## config.mk

```make
export PLATFORM = sky130hd
export DESIGN_NAME = apb3_uart_cfg_slave
export DESIGN_NICKNAME = d
export VERILOG_FILES = /design/src/rtl/apb3_uart_cfg_slave.sv
export SDC_FILE = /design/constraint.sdc
export NUM_CORES = 1
export LEC_CHECK = 0
export CORE_UTILIZATION = 42
export CTS_CLUSTER_SIZE = 8
export DETAILED_ROUTE_END_ITERATION = 12
export PLACE_DENSITY = 0.85
export REMOVE_ABC_BUFFERS = 1
export SETUP_SLACK_MARGIN = 0.1
export SYNTH_ARGS = -nofsm -noshare
export SYNTH_HDL_FRONTEND = slang
export SYNTH_SLANG_ARGS = --single-unit
```

## constraint.sdc

```tcl
create_clock -name pclk -period 5 [get_ports pclk]
set_input_delay 1 -clock pclk [delete_from_list [all_inputs] [get_ports pclk]]
set_output_delay 1 -clock pclk [all_outputs]
set_load 0.01 [all_outputs]
```

## src/rtl/apb3_uart_cfg_slave.sv

```systemverilog
// APB3 completer holding UART configuration plus one-byte tx/rx holding registers.
// Optional: define UART_CFG_PSLVERR_EN to report error responses on pslverr.
module apb3_uart_cfg_slave #(
    parameter int unsigned ADDR_WIDTH  = 32,
    parameter int unsigned WAIT_STATES = 1,
    parameter int unsigned BAUD_RST    = 5208
) (
    input  logic                  pclk,
    input  logic                  prst,
    input  logic                  psel,
    input  logic                  penable,
    input  logic                  pwrite,
    input  logic [ADDR_WIDTH-1:0] paddr,
    input  logic [31:0]           pwdata,
    output logic [31:0]           prdata,
    output logic                  pready,
    output logic                  pslverr,
    output logic [15:0]           cfg_baud,
    output logic [1:0]            cfg_data_bits,
    output logic                  cfg_stop,
    output logic [1:0]            cfg_check,
    output logic                  tx_en,
    output logic                  rx_en,
    output logic [7:0]            tx_data,
    output logic                  tx_valid,
    input  logic                  tx_ready,
    input  logic [7:0]            rx_data,
    input  logic                  rx_valid
);

    localparam logic [7:0] A_BAUD    = 8'h00;
    localparam logic [7:0] A_DATA    = 8'h04;
    localparam logic [7:0] A_STOP    = 8'h08;
    localparam logic [7:0] A_CHECK   = 8'h0C;
    localparam logic [7:0] A_ENABLE  = 8'h10;
    localparam logic [7:0] A_DATA_WT = 8'h14;
    localparam logic [7:0] A_DATA_RD = 8'h18;
    localparam logic [7:0] A_STATUS  = 8'h1C;

    typedef enum logic {IDLE, ACCESS} state_t;

    state_t      state, state_nx;
    logic [3:0]  wcnt, wcnt_nx;
    logic [7:0]  addr;
    logic [1:0]  enable_q;
    logic [7:0]  rx_q;
    logic        tx_full, rx_full, rx_overrun;
    logic [31:0] rdata;
    logic        mapped, err, wr_fire, rd_fire, rx_pop, tx_accept;
    logic        unused_bits;

    assign addr        = paddr[7:0];
    assign unused_bits = ^{paddr[ADDR_WIDTH-1:8], pwdata[31:16]};

    assign pready  = !prst && (state == ACCESS) && (wcnt == 4'd0) && psel && penable;
    assign prdata  = (pready && !pwrite) ? rdata : '0;
    assign tx_en   = enable_q[1];
    assign rx_en   = enable_q[0];
    assign tx_valid = tx_full;

`ifdef UART_CFG_PSLVERR_EN
    assign pslverr = pready && err;
`else
    assign pslverr = 1'b0;
`endif

    always_ff @(posedge pclk) begin
        if (prst) begin
            state <= IDLE;
            wcnt  <= '0;
        end else begin
            state <= state_nx;
            wcnt  <= wcnt_nx;
        end
    end

    always_comb begin
        state_nx = state;
        wcnt_nx  = wcnt;
        case (state)
            IDLE: begin
                if (psel && !penable) begin
                    state_nx = ACCESS;
                    wcnt_nx  = 4'(WAIT_STATES);
                end
            end
            ACCESS: begin
                if (!psel || pready) begin
                    state_nx = IDLE;
                end else if (wcnt != 4'd0) begin
                    wcnt_nx = wcnt - 4'd1;
                end
            end
            default: state_nx = IDLE;
        endcase
    end

    always_comb begin
        rdata  = '0;
        mapped = 1'b1;
        case (addr)
            A_BAUD:    rdata = {16'b0, cfg_baud};
            A_DATA:    rdata = {30'b0, cfg_data_bits};
            A_STOP:    rdata = {31'b0, cfg_stop};
            A_CHECK:   rdata = {30'b0, cfg_check};
            A_ENABLE:  rdata = {30'b0, enable_q};
            A_DATA_WT: rdata = '0;
            A_DATA_RD: rdata = {24'b0, rx_full ? rx_q : 8'h00};
            A_STATUS:  rdata = {29'b0, rx_overrun, rx_full, tx_full};
            default:   mapped = 1'b0;
        endcase
    end

    // A pending core handshake frees the tx slot on the same edge, so a write then still lands.
    assign tx_accept = !tx_full || tx_ready;
    assign err = !mapped
              || (pwrite && (addr == A_DATA_RD || addr == A_STATUS))
              || (pwrite && addr == A_DATA_WT && !tx_accept)
              || (!pwrite && addr == A_DATA_RD && !rx_full);
    assign wr_fire = pready && pwrite && !err;
    assign rd_fire = pready && !pwrite && !err;
    assign rx_pop  = rd_fire && (addr == A_DATA_RD);

    always_ff @(posedge pclk) begin
        if (prst) begin
            cfg_baud      <= 16'(BAUD_RST);
            cfg_data_bits <= '0;
            cfg_stop      <= 1'b0;
            cfg_check     <= '0;
            enable_q      <= '0;
            tx_data       <= '0;
            tx_full       <= 1'b0;
            rx_q          <= '0;
            rx_full       <= 1'b0;
            rx_overrun    <= 1'b0;
        end else begin
            if (wr_fire) begin
                case (addr)
                    A_BAUD:   cfg_baud      <= pwdata[15:0];
                    A_DATA:   cfg_data_bits <= pwdata[1:0];
                    A_STOP:   cfg_stop      <= pwdata[0];
                    A_CHECK:  cfg_check     <= pwdata[1:0];
                    A_ENABLE: enable_q      <= pwdata[1:0];
                    default:  ;
                endcase
            end

            if (wr_fire && addr == A_DATA_WT) begin
                tx_data <= pwdata[7:0];
                tx_full <= 1'b1;
            end else if (tx_full && tx_ready) begin
                tx_full <= 1'b0;
            end

            if (rd_fire && addr == A_STATUS)
                rx_overrun <= 1'b0;

            // A fresh overrun on the same edge as a STATUS read wins over the clear.
            if (rx_valid) begin
                if (!rx_full || rx_pop) begin
                    rx_q    <= rx_data;
                    rx_full <= 1'b1;
                end else begin
                    rx_overrun <= 1'b1;
                end
            end else if (rx_pop) begin
                rx_full <= 1'b0;
            end
        end
    end

endmodule

```

Word-level counts from Yosys, hierarchy flattened --
Index checks and enable logic that the tools add are counted.
Word-level totals: flip-flop bits (word level) 47
Cells by class: mux-type cells 19, reduce and logical (&&, ||, !) cells 48, equal/unequal tests 11, bitwise operators 1, $add $sub $neg 1
Operators by type and width (number):
- 16-bit case mux with 7 select lines | 1
- 8-bit by 5-bit == test with 1-bit output, second input constant | 4
- 32-bit 2-to-1 mux | 1
- 1-bit logical AND | 18
- 8-bit by 4-bit == test with 1-bit output, second input constant | 2
- 2-bit AND reduction | 7
- 4-bit 2-to-1 mux | 3
- 1-bit 2-to-1 mux | 11
- 1-bit logical NOT | 9
- 8-bit by 3-bit == test with 1-bit output, second input constant | 1
- 8-bit logical NOT | 1
- 8-bit 2-to-1 mux | 1
- 4-bit case mux with 2 select lines | 1
- 8-bit OR reduction | 1
- 1-bit logical OR | 7
- 4-bit logical NOT | 1
- 2-bit by 1-bit inequality test with 1-bit output, second input constant | 2
- 2-bit inequality test, second input constant | 2
- 2-bit nonzero test | 2
- 4-bit nonzero test | 1
- 4-bit by 1-bit subtractor with 4-bit output, second input constant | 1
- 3-bit AND reduction | 1
- 1-bit case mux with 2 select lines | 1
- 1-bit inverter | 1

Logic depth before layout (Yosys ltp) --
Gate-level depths: netlist of the first run.
depth after elaboration 13, depth in mapped cells 8

Worst setup path before layout of the first run --
OpenSTA, ideal clock, no wires.
path kind input port to output port, start point in paddr[4], end point out prdata[1], required time 4000 ps, slack 1580 ps, stages 6, arrival 2420 ps, cell sequence nor4_1 and3_1 clkbuf_1 clkbuf_1 nand2_1 a21oi_1
Between the ends: word-level cells in the longest chain between the ends 3
Ends and longest elaborated chain:
- start: declaration | line 13 | input logic [ADDR_WIDTH-1:0] paddr,
- 8-bit by 5-bit == test with 1-bit output, or another cell as far along | line 101 | case (addr)
- 16-bit case mux with 7 select lines (*) | line 101
- 32-bit 2-to-1 mux (*) | line 56 | assign prdata = (pready && !pwrite) ? rdata : '0;
- end: declaration | line 15 | output logic [31:0] prdata,
Every way passes the cells marked *; elsewhere a longest branch is shown, timed or not.

Final worst setup path of the first run --
start point in paddr[4], end point out prdata[2]
The elaborated chain is that of the path after synthesis.

==> results.sh, run 1 <==
export IMPL_synth_edf_count=0
export IMPL_cts_repair_resized=0
export IMPL_netlist_area_mm2=0.00267
export IMPL_post_cts_setup_buffers=0
export IMPL_power_density_mw_per_mm2=216
export IMPL_startpoint_type="input pin"
export IMPL_cts_root_buffer="clkbuf_8"
export IMPL_rsz0062_at_grt="false"
export IMPL_cts_sinks=47
export IMPL_final_common_cell="clkdlybuf4s50_1"
export IMPL_grt_overflow_total=0
export IMPL_cts_clk_slew_worst_paths_ns=0.09
export IMPL_synth_avg_cell_area_um2=8.43
export IMPL_row_count=28
export IMPL_via_count=2641
export IMPL_dp_hpwl_um=5210
export IMPL_core_area_mm2=0.00603
export IMPL_async_flop_share=0
export IMPL_clk_latency_ns=0.32
export IMPL_clkPwrFrac=0.383
export IMPL_drive_above_1_share=0.0802
export IMPL_grt_max_degree=63
export IMPL_comb_power_share=0.127
export IMPL_die_area_mm2=0.00667
export IMPL_drt_total_wl_um=7310
export IMPL_drv_cap=0
export IMPL_tritoncts="yes"
export IMPL_antenna_found_initial=0
export IMPL_ys_types=47
export IMPL_ys_flop_type="dfxtp_1"
export IMPL_setup_tns_final_ns=0
export IMPL_layout_min_cycle_time_ns=4.45
export IMPL_die_h_um=81.7
export IMPL_tightestPinTransition_ns=0.843
export IMPL_run_status="finished, final reports clean"
export IMPL_relSlewSlack=0.435
export IMPL_min_path_type="reg2reg"
export IMPL_grt_pass1_wl_um=11100
export IMPL_io_pins=145
export IMPL_drc=0
export IMPL_cts_made_buffers=5
export IMPL_crit_arrival_ns=3.45
export IMPL_gp_congestion=0.893
export IMPL_io_buffers=87
export IMPL_finClkSkew_ns=0.00894
export IMPL_crit_fanout=11
export IMPL_syn_to_final_growth_pct=37.7
export IMPL_first_pass_iters=4
export IMPL_wl_per_cell_um=15.4
export IMPL_cp_end_kind="output port"
export IMPL_ir_drop_uv=116
export IMPL_seq_power_share=0.490
export IMPL_finalNetCount=478
export IMPL_fin_ws_ns=0.545
export IMPL_fmax_mhz=224
export IMPL_first_global_vias=2372
export IMPL_hold_viol=0
export IMPL_synth_seq_area_share=0.353
export IMPL_yosys_warnings=0
export IMPL_p_int_mw=0.596
export IMPL_switching_share=0.247
export IMPL_p_switching_mw=0.196
export IMPL_crit_type="in2out"
export IMPL_die_w_um=81.7
export IMPL_setup_viol=0
export IMPL_n_antenna_cell=0
export IMPL_final_cell_mix="clkdlybuf4s50_1 (86), dfxtp_1 (47), a21oi_1 (26), nand2b_1 (26), nor2_1 (23)"
export IMPL_period_share=0.891
export IMPL_routed_via_density=5.57
export IMPL_worstPathRequired_ns=4.00
export IMPL_power_leakage_nw=1.27
export IMPL_route_antenna_remaining_nets=0
export IMPL_drtIter0Drc=214
export IMPL_finalMaxSlewViolations=0
export IMPL_rrSetupSlack_ns=2.46
export IMPL_cts_hold_buffers=0
export IMPL_clk_path_buf_depth=2
export IMPL_cts_max_level=2
export IMPL_synth_cells=316
export IMPL_gr_usage_all_layers=0.220
export IMPL_initial_utilization=0.442
export IMPL_ys_seq_elements=47
export IMPL_dp_slack_ns=0.598
metrics by stage:
stage | cell area, um2 | utilization | std cells | hold WS (ns) | power, mW
2_1_floorplan | 2510 | - | 293 | 0.448 | 0.438
3_3_place_gp | 3550 | 0.589 | 466 | 0.452 | 0.493
3_5_place_dp | 3550 | 0.589 | 466 | 0.459 | 0.495
4_1_cts | 3670 | 0.609 | 474 | 0.473 | 0.794
5_1_grt | 3670 | 0.609 | 474 | 0.500 | 0.823
6_report | 3670 | 0.609 | 474 | 0.469 | 0.792
cell usage after synthesis (2+ instances only):
master     n  area [um2]
mux2i_1   22         220
o31ai_1   17         128
a31o_2     2        17.5
a221oi_1   2        17.5
clkbuf_1  19        71.3
nor3_1     6        30.0
dfxtp_1   47         941
a21oi_1   26         130
nor4bb_1   2        20.0
nand4_1   22         138
and2_1     9        56.3
xor2_1     2        17.5
buf_4     19         143
nand4b_1   2        17.5
o21ai_1    3        15.0
a22oi_1    6        45.0
o21ai_0    5        25.0
nand2_1    9        33.8
nand2b_1  26         163
nand3_1    8        40.0
nor3b_1    2        15.0
or4_1      2        15.0
and3_1     2        12.5
nand3b_1   2        15.0
inv_1      8        30.0
nor2_1    23        86.3
or3b_2     3        26.3
worst max-delay path, cell delays in order:
cell,delay (ns)
clkdlybuf4s50_1,0.68
or4b_4,0.56
nor4b_2,0.27
buf_4,0.18
a221oi_1,0.07
nor2_1,0.13
clkdlybuf4s50_1,0.56
kinds of logic (layout without fill, tap and decap cells):
group,Yosys count,after routing,share of synthesized area
compound gates,67,67,0.165
simple gates,128,128,0.289
mux,23,23,0.0869
buf+inv,47,114,0.0934
flops,47,47,0.353
xor+xnor,2,2,0.00657
other cells,1,17,0.00141
fa+ha+maj,1,1,0.00469
state kept, by name, summed over array words and instances, names as in the netlist:
| signal | count |
|---|---|
| tx_valid | 1 |
| cfg_data_bits | 2 |
| tx_data | 8 |
| rx_full | 1 |
| rx_q | 8 |
| cfg_baud | 16 |
| rx_overrun | 1 |
| cfg_check | 2 |
| cfg_stop | 1 |
| enable_q | 2 |
| wcnt | 4 |
| state | 1 |
power by group through the flow:
stage                     Combinational, mW  Clock [mW]  Sequential [mW]
final                                 0.101       0.303            0.388
after global routing                  0.109       0.325            0.389
after CTS                             0.100       0.306            0.388
after detailed placement             0.0992           0            0.396
after global placement               0.0970           0            0.396
after floorplan                      0.0439           0            0.394
final cells by class:
class                   instances  area (um2)
fillers                       542        2360
multi-input cells             238        1540
repair buffers                 98         948
flip-flops and latches         47         941
well taps                      75        93.8
clock buffers                   6        82.6
clock inverters                 2        38.8
inverters                       8        30.0
per-layer routing:
layer  global-route usage  wire (um)
met1                0.266       3120
met2                0.378       3480
met3               0.0533        559
met4               0.0772        150
met5                    0          0
path summary, 6_finish.rpt:
kind,depth (start not counted),startpoint,to
worst max-delay path,7,paddr[4],prdata[2]
worst min-delay path,2,tx_data[2],tx_data[2]
worst max register to register,6,wcnt[0],cfg_baud[0]
worst min register to register,2,tx_data[2],tx_data[2]
Power figures use the tool's default switching activity.
==> run 2: changes to the inputs <==
--- a/config.mk
+++ b/config.mk
@@ -5,6 +5,7 @@
 export SDC_FILE = /design/constraint.sdc
 export NUM_CORES = 1
 export LEC_CHECK = 0
+export CORE_MARGIN = 2
 export CORE_UTILIZATION = 42
 export CTS_CLUSTER_SIZE = 8
 export DETAILED_ROUTE_END_ITERATION = 12
==> run 2 against run 1 <==
Global-route usage fell by 1.4 points. Critical path depth fell by 1. Cell count rose by 0.21%. Sequential power barely moved. Final area fell by 0.34%. Clock-buffer cell count fell by 1. Die area rose by 5.0%. Largest cell class unchanged.
==> results.sh, run 2 (synthesis results as in run 1) <==
export IMPL_switching_share=0.245
export IMPL_post_place_cells=468
export IMPL_die_w_um=83.7
export IMPL_hold_viol=0
export IMPL_final_common_cell="clkdlybuf4s50_1"
export IMPL_cts_hold_buffers=0
export IMPL_cts_made_buffers=5
export IMPL_use_met3=0.0455
export IMPL_tritoncts="yes"
export IMPL_layout_cells_non_filler=475
export IMPL_via_count=2670
export IMPL_syn_to_final_growth_pct=37.2
export IMPL_rsz0062_at_grt="false"
export IMPL_setup_tns_final_ns=0
export IMPL_top_register="cfg_baud"
export IMPL_run_status="finished, final reports clean"
export IMPL_grt_overflow_total=0
export IMPL_clk_latency_ns=0.31
export IMPL_antenna_found_initial=0
export IMPL_use_met1=0.270
export IMPL_io_buffers=87
export IMPL_crit_arrival_ns=3.45
export IMPL_cts_clk_slew_worst_paths_ns=0.08
export IMPL_die_area_mm2=0.00700
export IMPL_finalNetCount=478
export IMPL_whs_ns=0.474
export IMPL_busiest_layer="met2"
export IMPL_reg_top3="cfg_baud (16), rx_q (8), tx_data (8)"
export IMPL_power_leakage_nw=1.26
export IMPL_crit_path_max_incr_delay_ns=0.61
export IMPL_n_antenna_cell=0
export IMPL_routed_via_density=5.62
export IMPL_grt_pass1_wl_um=11800
export IMPL_dp_hpwl_um=5460
export IMPL_core_area_mm2=0.00624
export IMPL_drv_cap=0
export IMPL_io_pins=145
export IMPL_hold_depth=2
export IMPL_cts_sinks=47
export IMPL_fmax_mhz=225
export IMPL_final_cell_mix="clkdlybuf4s50_1 (86), dfxtp_1 (47), a21oi_1 (26), nand2b_1 (26), nor2_1 (23)"
export IMPL_setup_viol=0
export IMPL_die_h_um=83.7
export IMPL_grt_max_degree=63
export IMPL_drtIter0Drc=238
export IMPL_gr_usage_all_layers=0.206
export IMPL_ff2ff_path_depth=6
export IMPL_crit_buf_inv=2
export IMPL_r2r_end="cfg_baud[0]"
export IMPL_relSlewSlack=0.430
export IMPL_first_global_vias=2413
export IMPL_finClkSkew_ns=0.00579
export IMPL_p_int_mw=0.578
export IMPL_tightestPinTransition_ns=0.850
export IMPL_worstPathRequired_ns=4.00
export IMPL_cts_root_buffer="clkbuf_8"
export IMPL_cp_end_kind="output port"
export IMPL_seq_power_share=0.506
export IMPL_startpoint_type="input pin"
export IMPL_row_count=29
export IMPL_drt_total_wl_um=7440
export IMPL_comb_power_share=0.132
export IMPL_crit_path_top_delay_cell="or4b_4"
export IMPL_timing_rr_start="wcnt[0]"
export IMPL_crit_chain="clkdlybuf4s50_1 -> or4b_4 -> nor4b_2 -> a22oi_1 -> nor2_1 -> clkdlybuf4s50_1"
export IMPL_drc=0
export IMPL_drive_above_1_share=0.0779
export IMPL_seq_area_um2=941
export IMPL_crit_cells=6
export IMPL_largest_reg_flops=16
export IMPL_min_path_type="reg2reg"
export IMPL_finalMaxSlewViolations=0
export IMPL_grtUsageMet2=0.345
export IMPL_nFillCells=563
export IMPL_wl_per_cell_um=15.7
export IMPL_crit_fanout=6
export IMPL_route_antenna_remaining_nets=0
export IMPL_period_share=0.890
export IMPL_cts_repair_resized=0
export IMPL_first_pass_iters=5
export IMPL_gp_congestion=0.903
export IMPL_clkPwrFrac=0.361
export IMPL_power_density_mw_per_mm2=209
export IMPL_initial_utilization=0.427
export IMPL_rrSetupSlack_ns=2.54
export IMPL_post_cts_setup_buffers=0
export IMPL_ir_drop_uv=148
export IMPL_crit_top_cell="clkdlybuf4s50_1"
export IMPL_hp_start="tx_data[4]"
export IMPL_min_to="tx_data[4]"
export IMPL_layout_min_cycle_time_ns=4.45
export IMPL_multi_input_area_mm2=0.00154
export IMPL_crit_type="in2out"
export IMPL_cts_max_level=2
export IMPL_clk_path_buf_depth=2
export IMPL_crit_family="simple AND/OR/NAND/NOR gates"
export IMPL_p_switching_mw=0.187
run 2: changes by cell type in the layout (fill, tap and decap cells not counted), sizes merged:
cell      previous run  this run
inv                  9         8
clkinvlp             0         1
clkbuf               6         5
run 2: final cells by class:
cell class,count,share of cell area
clock buffers,5,0.0188
clock inverters,2,0.0103
inverters,8,0.00821
multi-input cells,238,0.420
flip-flops and latches,47,0.257
well taps,77,0.0263
repair buffers,98,0.259
run 2: through the flow:
step	utilization	worst slack [ns]	power, mW	area (um2)
2_1_floorplan	-	1.60	0.438	2510
3_3_place_gp	0.569	0.565	0.493	3550
3_5_place_dp	0.569	0.568	0.496	3550
4_1_cts	0.586	0.554	0.770	3660
5_1_grt	0.586	0.394	0.788	3660
6_report	0.586	0.549	0.765	3660
run 2: worst max path at each step:
| stage | start | end | slack [ns] |
|---|---|---|---|
| 6_report | paddr[5] | prdata[5] | 0.55 |
| 5_1_grt | paddr[5] | prdata[5] | 0.39 |
| 4_1_cts | paddr[5] | prdata[2] | 0.55 |
| 3_5_place_dp | paddr[5] | prdata[2] | 0.57 |
| 3_3_place_gp | paddr[5] | prdata[2] | 0.56 |
| 2_1_floorplan | paddr[4] | prdata[10] | 1.60 |
run 2: power groups by stage:
stage	combinational (mW)	clock [mW]	sequential (mW)
6_report	0.101	0.277	0.388
5_1_grt	0.109	0.291	0.388
4_1_cts	0.100	0.283	0.387
3_5_place_dp	0.0994	0	0.396
3_3_place_gp	0.0973	0	0.396
2_1_floorplan	0.0439	0	0.394
run 2: layer usage:
layer  part of all wire  vias to the layer above
met1               0.43                     1237
li1                   -                     1279
met2               0.48                      139
met4              0.015                        0
met3              0.080                       15
met5                  0                        -
run 2: tightest hold or removal path: stages, from the launching register on:
cell and delay [ns]:
dfxtp_1 0.32, o31ai_1 0.06, a21oi_1 0.06
